**config.mk**
```make
export PLATFORM = sky130hd
export DESIGN_NAME = biquad_coef_loader
export DESIGN_NICKNAME = d
export VERILOG_FILES = /design/src/rtl/biquad_coef_loader.sv
export SDC_FILE = /design/constraint.sdc
export NUM_CORES = 1
export LEC_CHECK = 0
export ABC_AREA = 1
export CAP_MARGIN = 30
export CORE_UTILIZATION = 29
export DETAILED_ROUTE_END_ITERATION = 8
export PLACE_DENSITY = 0.44
export SYNTH_ARGS = -nofsm -noshare
export SYNTH_HDL_FRONTEND = slang
export SYNTH_SLANG_ARGS = --single-unit
```
**constraint.sdc**
```tcl
create_clock -name clk -period 1.95 [get_ports clk]
set_input_delay 0.39 -clock clk [delete_from_list [all_inputs] [get_ports clk]]
set_output_delay 0.39 -clock clk [all_outputs]
set_load 0.05 [all_outputs]
```
**src/rtl/biquad_coef_loader.sv**
```systemverilog
// biquad_coef_loader
// Writer end of the biquad parameter port. Receives coefficient frames as a
// byte stream from the control path and assembles them in shadow registers.
// Each frame is: sync byte, n_coefs * (data_width/8) data bytes (MSB first),
// then one XOR checksum byte over the data bytes. A good frame is committed
// atomically to the biquad between samples; hold stays high for the whole
// commit.
//
// Ports:
//   clk, reset        system clock, synchronous active-high reset
//   in_data/in_valid  control-path byte stream
//   in_ready          byte accepted on a cycle with in_valid && in_ready
//   biq_ready         biquad idle between samples
//   biq_start         start strobe being issued to the biquad this cycle
//   param_in          coefficient value to the biquad
//   param_target      coefficient index (0..n_coefs-1: b0,b1,b2,a1,a2)
//   write_param       coefficient write strobe
//   hold              high while a commit is in progress
//   load_done         one-cycle pulse after the last coefficient is written
//   csum_err          one-cycle pulse when a frame is rejected
// All outputs are registered.
module biquad_coef_loader #(
  parameter int         data_width = 16,
  parameter int         n_coefs    = 5,
  parameter logic [7:0] sync_byte  = 8'hA5
) (
  input  logic                  clk,
  input  logic                  reset,
  input  logic [7:0]            in_data,
  input  logic                  in_valid,
  output logic                  in_ready,
  input  logic                  biq_ready,
  input  logic                  biq_start,
  output logic [data_width-1:0] param_in,
  output logic [2:0]            param_target,
  output logic                  write_param,
  output logic                  hold,
  output logic                  load_done,
  output logic                  csum_err
);

  localparam int bpc = data_width / 8;
  localparam int bw  = (bpc > 1) ? $clog2(bpc) : 1;
  // Index counters are 3 bits wide to match param_target (n_coefs <= 7).
  localparam logic [2:0]    last_coef_c = 3'(n_coefs - 1);
  localparam logic [2:0]    n_coefs_c   = 3'(n_coefs);
  localparam logic [bw-1:0] last_byte_c = bw'(bpc - 1);

  typedef enum logic [2:0] {
    HUNT    = 3'd0,
    DATA    = 3'd1,
    CSUM    = 3'd2,
    PENDING = 3'd3,
    COMMIT  = 3'd4
  } state_t;

  state_t                state_r, state_s;
  logic [data_width-1:0] shadow_r [n_coefs];
  logic [data_width-1:0] shadow_s [n_coefs];
  logic [7:0]            xor_r, xor_s;
  logic [bw-1:0]         byte_idx_r, byte_idx_s;
  logic [2:0]            coef_idx_r, coef_idx_s;
  logic [2:0]            commit_idx_r, commit_idx_s;

  logic                  in_ready_r, in_ready_s;
  logic [data_width-1:0] param_in_r, param_in_s;
  logic [2:0]            param_target_r, param_target_s;
  logic                  write_param_r, write_param_s;
  logic                  hold_r, hold_s;
  logic                  load_done_r, load_done_s;
  logic                  csum_err_r, csum_err_s;
  logic                  accept_s;

  // Running checksum step over data bytes.
  function automatic logic [7:0] csum_acc(input logic [7:0] acc, input logic [7:0] b);
    return acc ^ b;
  endfunction

  // Next-state and next-output logic; pulses default low, the rest hold.
  always_comb begin
    state_s        = state_r;
    shadow_s       = shadow_r;
    xor_s          = xor_r;
    byte_idx_s     = byte_idx_r;
    coef_idx_s     = coef_idx_r;
    commit_idx_s   = commit_idx_r;
    in_ready_s     = in_ready_r;
    param_in_s     = param_in_r;
    param_target_s = param_target_r;
    write_param_s  = 1'b0;
    hold_s         = hold_r;
    load_done_s    = 1'b0;
    csum_err_s     = 1'b0;
    accept_s       = in_valid && in_ready_r;

    case (state_r)
      HUNT: begin
        in_ready_s = 1'b1;
        if (accept_s && (in_data == sync_byte)) begin
          xor_s      = 8'h00;
          byte_idx_s = '0;
          coef_idx_s = 3'd0;
          state_s    = DATA;
        end else begin
          state_s = HUNT;
        end
      end

      DATA: begin
        in_ready_s = 1'b1;
        if (accept_s) begin
          // A sync byte value here is ordinary data.
          shadow_s[coef_idx_r] = (shadow_r[coef_idx_r] << 8) | data_width'(in_data);
          xor_s = csum_acc(xor_r, in_data);
          if ((coef_idx_r == last_coef_c) && (byte_idx_r == last_byte_c)) begin
            state_s = CSUM;
          end else if (byte_idx_r == last_byte_c) begin
            byte_idx_s = '0;
            coef_idx_s = coef_idx_r + 3'd1;
          end else begin
            byte_idx_s = byte_idx_r + bw'(1);
          end
        end else begin
          state_s = DATA;
        end
      end

      CSUM: begin
        in_ready_s = 1'b1;
        if (accept_s) begin
          if (in_data == xor_r) begin
            in_ready_s = 1'b0;
            state_s    = PENDING;
          end else begin
            // Rejected frame: live coefficients in the biquad are untouched.
            csum_err_s = 1'b1;
            shadow_s   = '{default: '0};
            state_s    = HUNT;
          end
        end else begin
          state_s = CSUM;
        end
      end

      PENDING: begin
        // No double buffering, so the byte stream is stalled until commit ends.
        in_ready_s = 1'b0;
        if (biq_ready && !biq_start) begin
          write_param_s  = 1'b1;
          param_target_s = 3'd0;
          param_in_s     = shadow_r[0];
          hold_s         = 1'b1;
          commit_idx_s   = 3'd1;
          state_s        = COMMIT;
        end else begin
          state_s = PENDING;
        end
      end

      COMMIT: begin
        // biq_ready / biq_start are deliberately ignored: hold owns the biquad.
        in_ready_s = 1'b0;
        if (commit_idx_r < n_coefs_c) begin
          write_param_s  = 1'b1;
          param_target_s = commit_idx_r;
          param_in_s     = shadow_r[commit_idx_r];
          commit_idx_s   = commit_idx_r + 3'd1;
        end else begin
          hold_s      = 1'b0;
          load_done_s = 1'b1;
          in_ready_s  = 1'b1;
          state_s     = HUNT;
        end
      end

      default: begin
        in_ready_s = 1'b0;
        hold_s     = 1'b0;
        state_s    = HUNT;
      end
    endcase
  end

  // State, datapath and output registers with synchronous reset.
  always_ff @(posedge clk) begin
    if (reset) begin
      state_r        <= HUNT;
      shadow_r       <= '{default: '0};
      xor_r          <= 8'h00;
      byte_idx_r     <= '0;
      coef_idx_r     <= 3'd0;
      commit_idx_r   <= 3'd0;
      in_ready_r     <= 1'b0;
      param_in_r     <= '0;
      param_target_r <= 3'd0;
      write_param_r  <= 1'b0;
      hold_r         <= 1'b0;
      load_done_r    <= 1'b0;
      csum_err_r     <= 1'b0;
    end else begin
      state_r        <= state_s;
      shadow_r       <= shadow_s;
      xor_r          <= xor_s;
      byte_idx_r     <= byte_idx_s;
      coef_idx_r     <= coef_idx_s;
      commit_idx_r   <= commit_idx_s;
      in_ready_r     <= in_ready_s;
      param_in_r     <= param_in_s;
      param_target_r <= param_target_s;
      write_param_r  <= write_param_s;
      hold_r         <= hold_s;
      load_done_r    <= load_done_s;
      csum_err_r     <= csum_err_s;
    end
  end

  assign in_ready     = in_ready_r;
  assign param_in     = param_in_r;
  assign param_target = param_target_r;
  assign write_param  = write_param_r;
  assign hold         = hold_r;
  assign load_done    = load_done_r;
  assign csum_err     = csum_err_r;

endmodule

```
==> out/qor.yml, run 1 <==
drt:
  routed-wl-met3_um: 573
  drc_errors: 0
  drtAntennaViolNets: 0
  drt_wl_total_um: 20500
  avgViaCountPerCell: 4.62
  first_iter_violations: 317
  vias: 5830
  wl_per_cell_um: 16.2
  met1Wirelength_um: 10400
  route.met2.wl_um: 9230
  routed.top_layer: "met4"
  first_pass_iters: 5
critical_path:
  crit_chain: "clkdlybuf4s50_1"
  critPathRequiredTime_ns: 1.56
  path_max_fanout: 1
  critPathSlowestCell: "clkdlybuf4s50_1"
  arrival_ns: 1.51
  critPathMaxStageDelay_ns: 0.79
  crit_start: "load_done$_SDFF_PP0_"
  worst-path-buf-inv: 1
  crit_path_start_kind: "flip-flop"
  r2r-start: "state_r[1]$_SDFFE_PP0P_"
  cp_top_family: "buffers and inverters"
  critPathKind: "flip-flop to output port"
  endpoint_kind: "output port"
placement:
  gp_congestion: 0.749
  post-place-ws_ns: -0.258
  dp.cells: 1229
  hpwlAfterDp_um: 13300
  io_buffers: 36
cts:
  tritoncts: "built"
  htree_num_levels: 4
  clkLatencyLatePin_ns: 0.42
  clk_pin_slew_worst_paths_ns: 0.06
  cts_root_buf: "clkbuf_16"
  clock-sinks: 122
  cts_buffers: 17
  max-clock-path-buffers: 2
logic_synthesis:
  synth_compound_area_share_pct: 17.6
  async_flop_share_pct: 0
  ys_seq_area_share_pct: 37.8
  synthAdderAreaFrac_pct: 0.581
  ys.flop_type: "dfxtp_1"
  synthXorXnorAreaFrac_pct: 0.136
  muxShareOfSynthArea_pct: 0
  synth_edf_count: 0
  synth-seq-cells: 122
  syn_area_per_cell_um2: 7.16
  synthSimpleGateAreaFrac_pct: 34.1
  netlist_top_cells_area: "dfxtp_1 38%, nand2_1 16%, a21oi_1 6.6%"
  syn_nets: 919
  yosys.area.top_type_share_pct: 37.8
  yosys.area.top_type: "dfxtp_1"
  synth_cell_types: 38
  synth_cells: 903
  syn_area_um2: 6460
  synth_top_family_by_area: "simple AND/OR/NAND/NOR gates"
  yosysWarnings: 0
timing:
  period_share_pct: 97.6
  finClkSkew_ns: 0.0152
  grt_setup_unrepaired: "true"
  slew_headroom_pct: 60.8
  slew_viol_final: 0
  finalWorstSetupSlack_ns: 0.0465
  setup_viol: 0
  tightest_slew_ns: 0.588
  min_period_ns: 1.90
  hold_viol: 0
  max_clock_freq_mhz: 525
global_route:
  grt_start_max_net_pins: 99
  grt_pass1_wl_um: 31600
  grt_pass1_vias: 5316
  grt.total_usage_pct: 18.7
  antenna_found_initial: 0
  grt_overflow_total: 0
floorplan:
  die_area_um2: 22900
  rows: 54
  ioPinCount: 37
  die_h_um: 151
  coreArea_um2: 21800
  initial_core_util_pct: 29.6
  die_width_um: 151
hold_path:
  hold_class: "flip-flop to flip-flop"
  worstHoldStart: "shadow_r[60]$_SDFFE_PP0P_"
finish:
  nNetsFinal: 985
  fin_util_pct: 36.5
  fin_cells: 1261
  diodes: 0
  layout-drive-gt1-share_pct: 22.0
  fillers: 2367
  syn2layout_area_growth_pct: 23.4
power_and_ir_drop:
  power_density_nw_per_um2: 735
  totalPowerFinal_uw: 5860
  leakagePower_uw: 0.00332
  max-vdd-ir-drop_v: 0.000555
status:
  status: "finished clean"
job:
  cap_violations: 0
cells in the final DEF, fill, tap and decap left out, drive strengths merged, types with 3 or more instances in the layout:
cell type / instances
a21oi: 125
buf: 63
clkbuf: 25
clkdlybuf4s50: 12
clkinv: 3
dfxtp: 122
dlygate4sd2: 12
dlymetal6s2s: 4
ha: 3
inv: 83
nand2: 328
nand3: 40
nand4: 6
nor2: 81
nor3: 3
o211ai: 6
o21ai: 56
worst paths after layout:
kind,end,slack [ns],cells after the start
worst min register to register,shadow_r[60]$_SDFFE_PP0P_,0.46,2
worst min-delay path,shadow_r[60]$_SDFFE_PP0P_,0.46,2
worst max register to register,shadow_r[52]$_SDFFE_PP0P_,0.14,7
worst max-delay path,load_done,0.05,1
metrics by stage:
| step | instance area, um2 | TNS [ns] | hold WS (ns) |
|---|---|---|---|
| finish | 7970 | 0 | 0.461 |
| global route | 7970 | -0.00401 | 0.466 |
| CTS | 7950 | 0 | 0.461 |
| detailed placement | 7370 | -20.91 | 0.452 |
| global placement | 7370 | -19.19 | 0.448 |
| floorplan | 6460 | 0 | 0.435 |
tightest hold or removal path: stages (launching register included):
cell and delay (ns):
dfxtp_1 0.30, nand2_1 0.06, a21oi_1 0.05
flip-flops by register name (all words and copies together), names as in the netlist:
register	flops
hold	1
in_ready	1
coef_idx_r	3
xor_r	8
param_in	16
csum_err	1
load_done	1
byte_idx_r	1
write_param	1
shadow_r	80
state_r	3
param_target	3
commit_idx_r	3
Yosys cell counts (6+ instances only):
cell,number
nand2_1,277
dfxtp_1,122
a21oi_1,85
inv_1,74
nor2_1,70
o21ai_0,50
nand2_2,43
a21oi_2,40
nand3_1,32
clkbuf_1,22
inv_2,8
buf_2,7
nand2_8,6
o21ai_1,6
repair_timing:
item / CTS / global route
endpoints found under the setup margin: 12 / 5
hold buffers: 0 / 0
pin swaps: 0 / 1
buffers inserted: 0 / 0
gates cloned: 0 / 1
resized for setup: 12 / 5
report_power, final:
group	leakage (uW)	switching, uW	internal [uW]
logic	0.00205	113	54.9
registers	0.000983	0.869	2500
clock network	0.000289	1150	2040
total	0.00332	1270	4590
kinds of logic after synthesis:
family,count (synthesis)
DFF,122
AOI/OAI and AO/OA,191
and+or+nand+nor,458
adders and majority gates,3
xor gates and xnor gates,1
buffers and inverters,128
area by class of cell:
type | instances | area (um2) | share of cell area, %
multi-input combinational | 654 | 3400 | 42.6
clock buffer | 25 | 505 | 6.34
timing repair buffer | 91 | 861 | 10.8
inverter | 83 | 328 | 4.11
clock inverter | 6 | 86.3 | 1.08
sequential | 122 | 2440 | 30.7
tap | 280 | 350 | 4.40
routing by layer:
| layer | up-vias | track usage, % |
|---|---|---|
| met1 | 2706 | 26.5 |
| met3 | 19 | 3.58 |
| met2 | 84 | 28.5 |
| met4 | 0 | 5.70 |
| li1 | 3021 | - |
| met5 | - | 0 |
No activity file was read; power rests on OpenSTA's default activity.
==> inputs of run 2 (changes only) <==
Settings changed: CORE_UTILIZATION 29 to 50, PLACE_DENSITY 0.44 to 0.68, RECOVER_POWER set to 100.
==> out/qor.yml, run 2 (synthesis results as in run 1) <==
status:
  status: "finished clean"
critical_path:
  crit_path_start_kind: "flip-flop"
  critPathKind: "flip-flop to flip-flop"
  arrival_ns: 2.15  # +0.64 ns
  r2r-start: "state_r[0]$_SDFFE_PP0P_"
  reg2reg_depth: 11  # +4
  r2r-end: "param_in[1]$_SDFFE_PP0P_"
  path_max_fanout: 6  # +5
  endpoint_kind: "flip-flop"
  critPathRequiredTime_ns: 2.32  # +0.76 ns
  r2r_slack_ns: 0.17  # +0.03 ns
hold_path:
  worstHoldPathCells: 4  # +2
  hold_class: "input port to flip-flop"
  hold_path_end: "param_in[2]$_SDFFE_PP0P_"
  worstHoldStart: "reset"
timing:
  slew_headroom_pct: 59.7  # -1.1 points
  slew_viol_final: 0  # unchanged
  setup-tns-final_ns: 0  # unchanged
  grt_setup_unrepaired: "false"
  max_clock_freq_mhz: 562  # +7.0%
  period_share_pct: 91.3  # -6.3 points
  hold_slack_ns: 0.400  # -0.0614 ns
  finClkSkew_ns: 0.00728  # -0.00794 ns
  tightest_slew_ns: 0.607  # +0.0186 ns
  setup_viol: 0  # unchanged
  finalWorstSetupSlack_ns: 0.170  # +0.124 ns
  hold_viol: 0  # unchanged
  min_period_ns: 1.78  # -0.124 ns
cts:
  cts_root_buf: "clkbuf_16"
  htree_num_levels: 4  # unchanged
  cts_setup_buffers: 0  # unchanged
  clkLatencyLatePin_ns: 0.42  # about the same
  holdBufCountCts: 0  # unchanged
  cts_buffers: 17  # unchanged
  tritoncts: "built"
  max-clock-path-buffers: 2  # unchanged
  clock-sinks: 122  # unchanged
  ctsResizeCount: 18  # +6
  clk_pin_slew_worst_paths_ns: 0.06  # about the same
finish:
  nNetsFinal: 977  # -0.81%
  fin_util_pct: 61.2  # +25 points
  regMostFlops: "shadow_r"
  stdcell_area_um2: 7720  # -3.1%
  diodes: 0  # unchanged
  final_cell_mix: "289 x nand2_1, 121 x dfxtp_1, 95 x a21oi_1"
  syn2layout_area_growth_pct: 19.5
  largest_register_ffs: 80  # unchanged
  layout-drive-gt1-share_pct: 18.3  # -3.7 points
  final_common_cell: "nand2_1"
global_route:
  grt_overflow_total: 0  # unchanged
  grt.total_usage_pct: 28.2  # +9.5 points
  grt_pass1_vias: 5574  # +4.9%
  grt_pass1_wl_um: 28600  # -9.4%
  grt_start_max_net_pins: 76  # -23%
  antenna_found_initial: 0  # unchanged
floorplan:
  rows: 41  # -24%
  die_area_um2: 13400  # -42%
  die_width_um: 116  # -24%
  coreArea_um2: 12600  # -42%
  die_h_um: 116  # -24%
  ioPinCount: 37  # unchanged
  initial_core_util_pct: 51.2  # +22 points
power_and_ir_drop:
  max-vdd-ir-drop_v: 0.000515  # -7.3%
  power_density_nw_per_um2: 817  # +11%
  leakagePower_uw: 0.00322  # -3.0%
drt:
  avgViaCountPerCell: 5.16  # +12%
  drtAntennaViolNets: 0  # unchanged
  drc_errors: 0  # unchanged
  first_iter_violations: 496  # +56%
  first_pass_iters: 5  # unchanged
  wl_per_cell_um: 15.1  # -6.8%
  vias: 5914  # +1.4%
  drt_wl_total_um: 17400  # -15%
placement:
  post-place-ws_ns: -0.155  # +0.104 ns
  placed_area_um2: 7200  # -2.3%
  gp_congestion: 0.839  # +12%
  hpwlAfterDp_um: 11700  # -12%
  io_buffers: 36  # unchanged
job:
  cap_violations: 0  # unchanged
-- run 2: cell types whose count changed in the layout (fill, tap and decap cells not counted), sizes merged, moves of 2 or more --
cell	change
dlymetal6s2s	-4
buf	-17
inv	+3
dlygate4sd2	+6
clkinv	-2
bufinv	+4
clkbuf	+2
clkinvlp	+3
-- run 2: how the worst max path moves through the flow --
stage | start | end | slack (ns) | cells after the start
after floorplan | in_ready$_SDFF_PP0_ | shadow_r[73]$_SDFFE_PP0P_ | 0.07 | 8
after global placement | in_data[7] | coef_idx_r[0]$_SDFFE_PP0P_ | -0.15 | 9
after detailed placement | in_data[7] | shadow_r[47]$_SDFFE_PP0P_ | -0.15 | 11
after CTS | param_in[11]$_SDFFE_PP0P_ | param_in[11] | 0.002 | 1
after global routing | state_r[0]$_SDFFE_PP0P_ | param_in[10]$_SDFFE_PP0P_ | 0.04 | 11
final | state_r[0]$_SDFFE_PP0P_ | param_in[1]$_SDFFE_PP0P_ | 0.17 | 11
-- run 2: where the power goes --
| part | switching [uW] | internal, uW | leakage (uW) |
|---|---|---|---|
| Sequential | 0.858 | 2490 | 0.000983 |
| Combinational | 107 | 58.1 | 0.00192 |
| Clock | 1210 | 2440 | 0.000320 |
-- run 2: critical path, cell delays in order, from the launching register on --
cell and delay [ns]:
dfxtp_1 0.46, nor2_2 0.09, nand2_2 0.09, inv_2 0.08, nand2_2 0.10, nand3_4 0.09, nor2_1 0.37, buf_12 0.17
nand2_1 0.06, nand3_1 0.10, nand2_1 0.05, inv_1 0.05
-- run 2: area by class of cell --
type	instances	area, um2
inverter	83	328
clock buffer	18	439
multi-input combinational	653	3290
timing repair buffer	84	764
clock inverter	14	241
tap	172	215
sequential	122	2440
fill	1219	4900
-- run 2: routing by layer --
layer / GRT usage, % / up-vias / routed length [um]
li1: - / 2998 / -
met5: 0 / - / 0
met4: 12.0 / 0 / 301
met2: 43.2 / 179 / 7740
met1: 39.3 / 2708 / 8240
met3: 4.86 / 29 / 1070
-- run 2: stage by stage --
step,total power [uW],instances
3_5_place_dp,2720,1114
2_1_floorplan,2630,903
4_1_cts,6350,1146
3_3_place_gp,2720,1114
6_report,6310,1146
5_1_grt,6470,1146
